==> src/rtl/psum_collector_pkg.sv <==
// rtl/psum_collector_pkg.sv - shared psum collector constants and pointer sizing
package psum_collector_pkg;

    // Defaults shared with the systolic array that feeds the collector
    localparam int default_col     = 8;
    localparam int default_psum_bw = 16;
    localparam int default_depth   = 8;

    // Pointer width for a power-of-two FIFO; counts use one extra bit so
    // that "full" (count == depth) is representable.
    function automatic int ptr_width(input int d);
        return (d > 1) ? $clog2(d) : 1;
    endfunction

endpackage

==> src/rtl/psum_col_fifo.sv <==
// rtl/psum_col_fifo.sv - single-column first-word-fall-through psum FIFO
module psum_col_fifo
    import psum_collector_pkg::*;
#(
    parameter  int psum_bw = default_psum_bw,
    parameter  int depth   = default_depth,
    localparam int ptr_w   = ptr_width(depth),
    localparam int cnt_w   = ptr_w + 1
) (
    input  logic               clk,
    input  logic               reset,
    input  logic               wr,
    input  logic               pop,
    input  logic [psum_bw-1:0] din,
    output logic [psum_bw-1:0] dout,
    output logic [cnt_w-1:0]   count
);

    localparam logic [cnt_w-1:0] full_cnt = cnt_w'(depth);

    logic [psum_bw-1:0] mem [depth];
    logic [ptr_w-1:0]   wptr;
    logic [ptr_w-1:0]   rptr;
    logic               accept;

    // A full FIFO still accepts a write when the row pop frees a slot this cycle;
    // the pop is only ever issued while this FIFO is non-empty.
    assign accept = wr && ((count != full_cnt) || pop);

    // Storage is written only; it is deliberately left out of reset.
    always_ff @(posedge clk) begin
        if (accept) begin
            mem[wptr] <= din;
        end
    end

    // Pointers wrap naturally at depth; count tracks occupancy.
    always_ff @(posedge clk or posedge reset) begin
        if (reset) begin
            wptr  <= '0;
            rptr  <= '0;
            count <= '0;
        end else begin
            if (accept) begin
                wptr <= wptr + ptr_w'(1);
            end
            if (pop) begin
                rptr <= rptr + ptr_w'(1);
            end
            case ({accept, pop})
                2'b10:   count <= count + cnt_w'(1);
                2'b01:   count <= count - cnt_w'(1);
                default: count <= count;
            endcase
        end
    end

    assign dout = mem[rptr];

endmodule

==> src/rtl/psum_collector.sv <==
// rtl/psum_collector.sv - re-aligns staggered column psums into complete rows
module psum_collector
    import psum_collector_pkg::*;
#(
    parameter int col     = default_col,
    parameter int psum_bw = default_psum_bw,
    parameter int depth   = default_depth
) (
    input  logic                   clk,
    input  logic                   reset,
    input  logic [psum_bw*col-1:0] in,
    input  logic [col-1:0]         wr,
    input  logic                   rd,
    output logic [psum_bw*col-1:0] out,
    output logic                   o_valid,
    output logic                   o_full,
    output logic                   o_overflow
);

    localparam int cnt_w = ptr_width(depth) + 1;

    logic [cnt_w-1:0]       count [col];
    logic [col-1:0]         nonempty;
    logic [col-1:0]         full;
    logic [col-1:0]         drop;
    logic [psum_bw*col-1:0] heads;
    logic                   pop;

    genvar g;
    generate
        for (g = 0; g < col; g++) begin : g_col
            psum_col_fifo #(
                .psum_bw (psum_bw),
                .depth   (depth)
            ) u_fifo (
                .clk   (clk),
                .reset (reset),
                .wr    (wr[g]),
                .pop   (pop),
                .din   (in[psum_bw*g +: psum_bw]),
                .dout  (heads[psum_bw*g +: psum_bw]),
                .count (count[g])
            );

            assign nonempty[g] = (count[g] != '0);
            assign full[g]     = (count[g] == cnt_w'(depth));
            assign drop[g]     = wr[g] & full[g] & ~pop;
        end
    endgenerate

    // A row is complete only when every column holds at least one psum.
    assign o_valid = &nonempty;
    assign o_full  = |full;
    assign pop     = rd & o_valid;
    assign out     = o_valid ? heads : '0;

    // Sticky record that some column lost a write.
    always_ff @(posedge clk or posedge reset) begin
        if (reset) begin
            o_overflow <= 1'b0;
        end else if (|drop) begin
            o_overflow <= 1'b1;
        end
    end

endmodule
==> config.mk <==
export PLATFORM = sky130hd
export DESIGN_NAME = psum_collector
export DESIGN_NICKNAME = d
export VERILOG_FILES = /design/src/rtl/psum_collector_pkg.sv /design/src/rtl/psum_col_fifo.sv /design/src/rtl/psum_collector.sv
export SDC_FILE = /design/constraint.sdc
export NUM_CORES = 1
export LEC_CHECK = 0
export CORE_ASPECT_RATIO = 0.8
export CORE_MARGIN = 1
export CORE_UTILIZATION = 55
export DETAILED_ROUTE_END_ITERATION = 10
export PLACE_DENSITY_LB_ADDON = 0.25
export SETUP_SLACK_MARGIN = 0.3
export SYNTH_ARGS = -nofsm -noshare
export SYNTH_HDL_FRONTEND = slang
export SYNTH_SLANG_ARGS = --single-unit
==> constraint.sdc <==
create_clock -name clk -period 5 [get_ports clk]
set_input_delay 1.5 -clock clk [delete_from_list [all_inputs] [get_ports clk]]
set_output_delay 1.5 -clock clk [all_outputs]
set_load 0.05 [all_outputs]
Word level (Yosys, flattened, before mapping)
Memories as Yosys holds them, arrays and structs flattened.
Cells that the tools add are included.
{"block": "classes", "bitwise_logic": 18, "div": 0, "n_mul": 0, "shift": 0, "reduce_logical": 35, "n_eq_ne": 32, "muxes": 25, "order_cmp": 0, "n_addsub": 32}
{"operator": "128-bit two-way mux", "n": 1}
{"operator": "4-bit case mux with 2 select lines", "n": 8}
{"operator": "3-bit by 1-bit adder with 3-bit output, second input constant", "n": 16}
{"operator": "4-bit by 1-bit adder with 4-bit output, second input constant", "n": 8}
{"operator": "4-bit == test, second input constant", "n": 8}
{"operator": "4-bit inequality test, second input constant", "n": 8}
{"operator": "4-bit nonzero test", "n": 8}
{"operator": "4-bit by 1-bit subtractor with 4-bit output, second input constant", "n": 8}
{"operator": "1-bit bitwise AND", "n": 17}
{"operator": "2-bit by 1-bit == test with 1-bit output, second input constant", "n": 8}
{"operator": "2-bit == test, second input constant", "n": 8}
{"operator": "1-bit two-way mux", "n": 16}
{"operator": "2-bit nonzero test", "n": 8}
{"operator": "8-bit OR reduction", "n": 2}
{"operator": "1-bit logical AND", "n": 8}
{"operator": "1-bit logical OR", "n": 8}
{"operator": "8-bit AND reduction", "n": 1}
{"operator": "1-bit inverter", "n": 1}
{"block": "word_totals", "memories": 8, "register_bits": 81, "mem_bits_rw": 1024, "output_inout_bits": 131, "latchBits": 0, "mem_bits_ro": 0}
{"name": "g_col[0].u_fifo.mem", "depth": 8, "width": 16, "read_ports": 1, "rd_ports_with_merged_regs": 0, "write_ports": 1, "line_no": "psum_col_fifo.sv:21", "source": "logic [psum_bw-1:0] mem [depth];"}
{"name": "g_col[1].u_fifo.mem", "depth": 8, "width": 16, "read_ports": 1, "rd_ports_with_merged_regs": 0, "write_ports": 1, "line_no": "psum_col_fifo.sv:21"}
{"name": "g_col[2].u_fifo.mem", "depth": 8, "width": 16, "read_ports": 1, "rd_ports_with_merged_regs": 0, "write_ports": 1, "line_no": "psum_col_fifo.sv:21"}
{"name": "g_col[3].u_fifo.mem", "depth": 8, "width": 16, "read_ports": 1, "rd_ports_with_merged_regs": 0, "write_ports": 1, "line_no": "psum_col_fifo.sv:21"}
{"name": "g_col[4].u_fifo.mem", "depth": 8, "width": 16, "read_ports": 1, "rd_ports_with_merged_regs": 0, "write_ports": 1, "line_no": "psum_col_fifo.sv:21"}
{"name": "g_col[5].u_fifo.mem", "depth": 8, "width": 16, "read_ports": 1, "rd_ports_with_merged_regs": 0, "write_ports": 1, "line_no": "psum_col_fifo.sv:21"}
{"name": "2 more memories"}

Longest topological paths before layout
{"block": "depth", "ltp_word": 7, "ltp_mapped": 15, "ltp_nobuf": 12}

Cells and area by module
A second synthesis with hierarchy kept.
{"block": "unflattened", "cells_unflattened": 2100, "hier_area_um2": 45053.2}
{"module": "psum_col_fifo (g_col[1].u_fifo ...)", "area_per_inst_um2": 5490.3, "cells_per_inst": 241, "n_inst": 7}
{"module": "psum_col_fifo (g_col[0].u_fifo)", "area_per_inst_um2": 5491.5, "cells_per_inst": 241, "n_inst": 1}
{"module": "psum_collector", "area_per_inst_um2": 1129.8, "cells_per_inst": 172, "n_inst": 1}

Least setup slack after synthesis
Ideal clock, no wire load.
{"block": "synth_path", "kind": "in2reg", "startpoint": "in rd", "endpoint": "mem g_col[3].u_fifo.mem[1][0] in the netlist's numbering, enable pin", "t_arrival_ns": 3.767, "required_ns": 4.570, "path_slack_ns": 0.803, "path_buffers": 2, "cell_stages": 6, "path_cell_list": "nand4_2 > inv_2 > buf_6 > buf_4 > nor2_1 > nor4_1"}
{"block": "synth_between", "elab_chain_len": 5}
{"element": "start: declaration", "line_no": "psum_collector.sv:13", "source": "input logic rd,"}
{"element": "1-bit bitwise AND", "line_no": "psum_collector.sv:54", "source": "assign pop = rd & o_valid;"}
{"element": "1-bit logical OR", "line_no": "psum_col_fifo.sv:28", "source": "assign accept = wr && ((count != full_cnt) || pop);"}
{"element": "1-bit logical AND", "line_no": "psum_col_fifo.sv:28"}
{"element": "1-bit two-way mux", "line_no": "psum_col_fifo.sv:32", "source": "if (accept) begin"}
{"element": "1-bit two-way mux (not written as such)", "line_no": "psum_col_fifo.sv:33", "source": "mem[wptr] <= din;"}
{"element": "end: declaration", "line_no": "psum_col_fifo.sv:21"}
Every way passes these cells.

Worst setup path in the final report
{"block": "layout_path", "startpoint": "reg g_col[3].u_fifo.count[0]", "endpoint": "out out[97]"}
{"block": "layout_between", "elab_chain_len": 3}
{"element": "start: declaration", "line_no": "psum_col_fifo.sv:16", "source": "output logic [cnt_w-1:0] count"}
{"element": "start signal: assignment", "line_no": "psum_col_fifo.sv:51", "source": "2'b10: count <= count + cnt_w'(1);"}
{"element": "start signal: assignment", "line_no": "psum_col_fifo.sv:52", "source": "2'b01: count <= count - cnt_w'(1);"}
{"element": "start signal: assignment", "line_no": "psum_col_fifo.sv:53", "source": "default: count <= count;"}
{"element": "4-bit nonzero test", "line_no": "psum_collector.sv:45", "source": "assign nonempty[g] = (count[g] != '0);"}
{"element": "8-bit AND reduction", "line_no": "psum_collector.sv:52", "source": "assign o_valid = &nonempty;"}
{"element": "128-bit two-way mux", "line_no": "psum_collector.sv:55", "source": "assign out = o_valid ? heads : '0;"}
{"element": "end: declaration", "line_no": "psum_collector.sv:14", "source": "output logic [psum_bw*col-1:0] out,"}
Every way passes these cells.

==> metrics <==
synthesized instance count=2171; synthesized area=43800 um^2; routed vias=21370; post-synthesis mux area share=16.8%; detailed-route wire length=86.1 mm; gp weighted congestion=0.767; commonest non-fill, non-tap cell in the layout=edfxtp_1; Max Clk Rate=223 MHz; Final period util=89.5%; routing usage on met3=3.98%; met2 Use GR=36.8%; die width=317 um; Seq/Total Area, Yosys=74.9%; CP Class=reg -> out; Port Buf Inserts=269; largest net degree at the start of global routing=73; starting density of the core=55.6%; Wirelength per Cell=23.5 um; initial antenna violation count=7; Least-Margin Pin Slew=1.12 ns; hold buffers post-CTS=0; Compound-Gate Fraction of Synth Area=1.13%; Netlist cell types=48; clk slew on worst S/H paths=0.06 ns; CTS tree=yes; drt first pass iters=5; power density over the cells=715 nW/um^2; share of layout cells above drive strength 1=25.8%; Placement Cell Area=49000 um^2; number of global-route vias before repair=22418; hold_sp=o_overflow$_DFFE_PP0P_; Vias/cell=5.84; largest family of logic cells by synthesized area=multiplexers; CP arrival=2.98 ns; Synth top area share=70.2%; htree depth=3; fin crit period=4.48 ns; MaxCap Viol Count=0; Antenna Nets Post-Route=0; Area Growth Syn to Fin=20.2%; Slew headroom=25.5%; register bit total from synthesis=1105; post-synthesis net count=2350; area of the core=78700 um^2; Row Count=92; Mapped Avg Cell Area=20.2 um^2; GR Overflow Total=0; First DRT Iteration DRCs=1851; Most Used Layer, Global Route=met2; Total GRT Usage=21.7%; CTS root buf=clkbuf_16; met1 Use GR=29.2%; outcome=completed; # IOs=270; post-synthesis xor/xnor area fraction=1.02%; Post-DP HPWL=51.0 mm; post-CTS setup buffer count=0; die area=80700 um^2; CP Launch Type=register; critical path fanouts, max=71; post-route cell area=52600 um^2; leakage=18.5 nW; Synth Area in Adders=1.26%; Worst Hold Class=reg -> reg; crit path from=g_col[3].u_fifo.count[0]$_DFFE_PP0P_; Net count, final=2717; setup_tns=0 ns; commonest cells after routing, fill and taps aside=edfxtp_1, mux4_2, nor2_1; count of final max-slew check failures=0; unrepaired setup endpoints after global routing=no; CTS Buffer Depth=3; Worst-Skew Late Latency=0.68 ns; Async SR Flop Fraction=7.33%; main area contributors after synthesis=edfxtp_1, mux4_2, dfrtp_1; drt drc=0; clock skew=0.0266 ns; number of synthesized flops with an enable pin=1024; Peak VDD IR=0.000659 V; final setup violation count=0; Sink Count=1105; post-synth top area cell=edfxtp_1; ys flop type=edfxtp_1; yosys warns=0; total CTS buffers=104; r2r startpoint=g_col[7].u_fifo.count[1]$_DFFE_PP0P_; die height=254 um; Worst setup EP type=output pin; post-layout util=66.8%; fill count=5039; Data required, critical path=3.50 ns; Synth Area in Simple Gates=3.49%; final hold violations=0; first-pass GRT wire length=132 mm
stage by stage:
stage	setup slack, ns	total power, mW	hold slack (ns)	cells
final	0.525	37.6	0.475	3661
after floorplan	0.803	23.6	0.468	2171
after detailed placement	0.840	30.1	0.469	3466
after global routing	0.359	39.3	0.500	3659
after CTS	0.302	38.1	0.481	3658
after global placement	0.880	29.7	0.466	3466
sequential cells by signal (all words and copies together), names as in the netlist:
signal              flops
g_col.u_fifo.rptr      24
g_col.u_fifo.wptr      24
o_overflow              1
g_col.u_fifo.mem     1024
g_col.u_fifo.count     32
critical path, cell delays in order, from the launching register on:
cell and delay (ns):
dfrtp_1 0.40, nor3_1 0.42, a22oi_1 0.27, nand3_4 0.13
buf_12 0.33, buf_12 0.29, nor2_1 0.16, buf_12 0.18
metal layers:
layer | wire length, um | part of all wire [%]
met1 | 35400 | 41
met2 | 44200 | 51
met3 | 4680 | 5.4
met4 | 1770 | 2.1
met5 | 86 | 0.10
synthesized netlist by cell type (7+ instances only):
master / instances
a21o_1: 14
fa_1: 7
or3_1: 9
nand3_1: 15
nor4_1: 20
nand2_1: 64
xnor2_1: 45
dfrtp_1: 81
mux2i_1: 139
nor2_1: 163
mux2_2: 16
inv_1: 39
nand4_1: 7
nor3_1: 37
buf_2: 30
edfxtp_1: 1024
clkbuf_1: 74
o21ai_0: 15
a22o_1: 7
mux4_2: 256
ha_1: 33
o211ai_1: 9
buf_1: 7
area by class of cell:
class	instances	area (um^2)	share of cell area, %
clock buffer	127	2770	5.27
timing repair buffer	377	4290	8.16
inverter	40	153	0.290
tap	1034	1290	2.46
antenna	3	7.51	0.0143
multi-input combinational	910	10600	20.2
sequential	1105	32800	62.3
clock inverter	65	701	1.33
final timing paths:
check,endpoint,slack (ns),cells past startpoint
worst min register to register,o_overflow$_DFFE_PP0P_,0.47,1
worst max register to register,g_col[7].u_fifo.count[2]$_DFFE_PP0P_,1.74,12
min in group asynchronous,g_col[2].u_fifo.rptr[2]$_DFFE_PP0P_,1.43,2
max in group asynchronous,g_col[7].u_fifo.rptr[0]$_DFFE_PP0P_,2.76,3
worst max-delay path,out[97],0.52,7
worst min-delay path,o_overflow$_DFFE_PP0P_,0.47,1
kinds of logic (layout without fill, tap and decap cells):
logic type | Yosys count | after routing
AND/OR/NAND/NOR | 337 | 337
AO/OA/AOI/OAI | 71 | 71
adder cells (fa/ha/maj) | 40 | 40
buffers and inverters | 156 | 609
flip-flops | 1105 | 1105
XOR/XNOR | 51 | 51
multiplexers | 411 | 411
other | 0 | 3
power breakdown:
| group | leakage [nW] | internal (mW) | switching [mW] |
|---|---|---|---|
| logic | 6.58 | 7.09 | 9.52 |
| registers | 10.2 | 11.8 | 1.28 |
| clock network | 1.70 | 4.62 | 3.34 |
timing repair:
action	in CTS	in global routing
pin swaps	1	0
hold endpoints to repair	0	0
resized for setup	10	45
endpoints found under the setup margin	107	65
(Power assumes the default switching activity.)
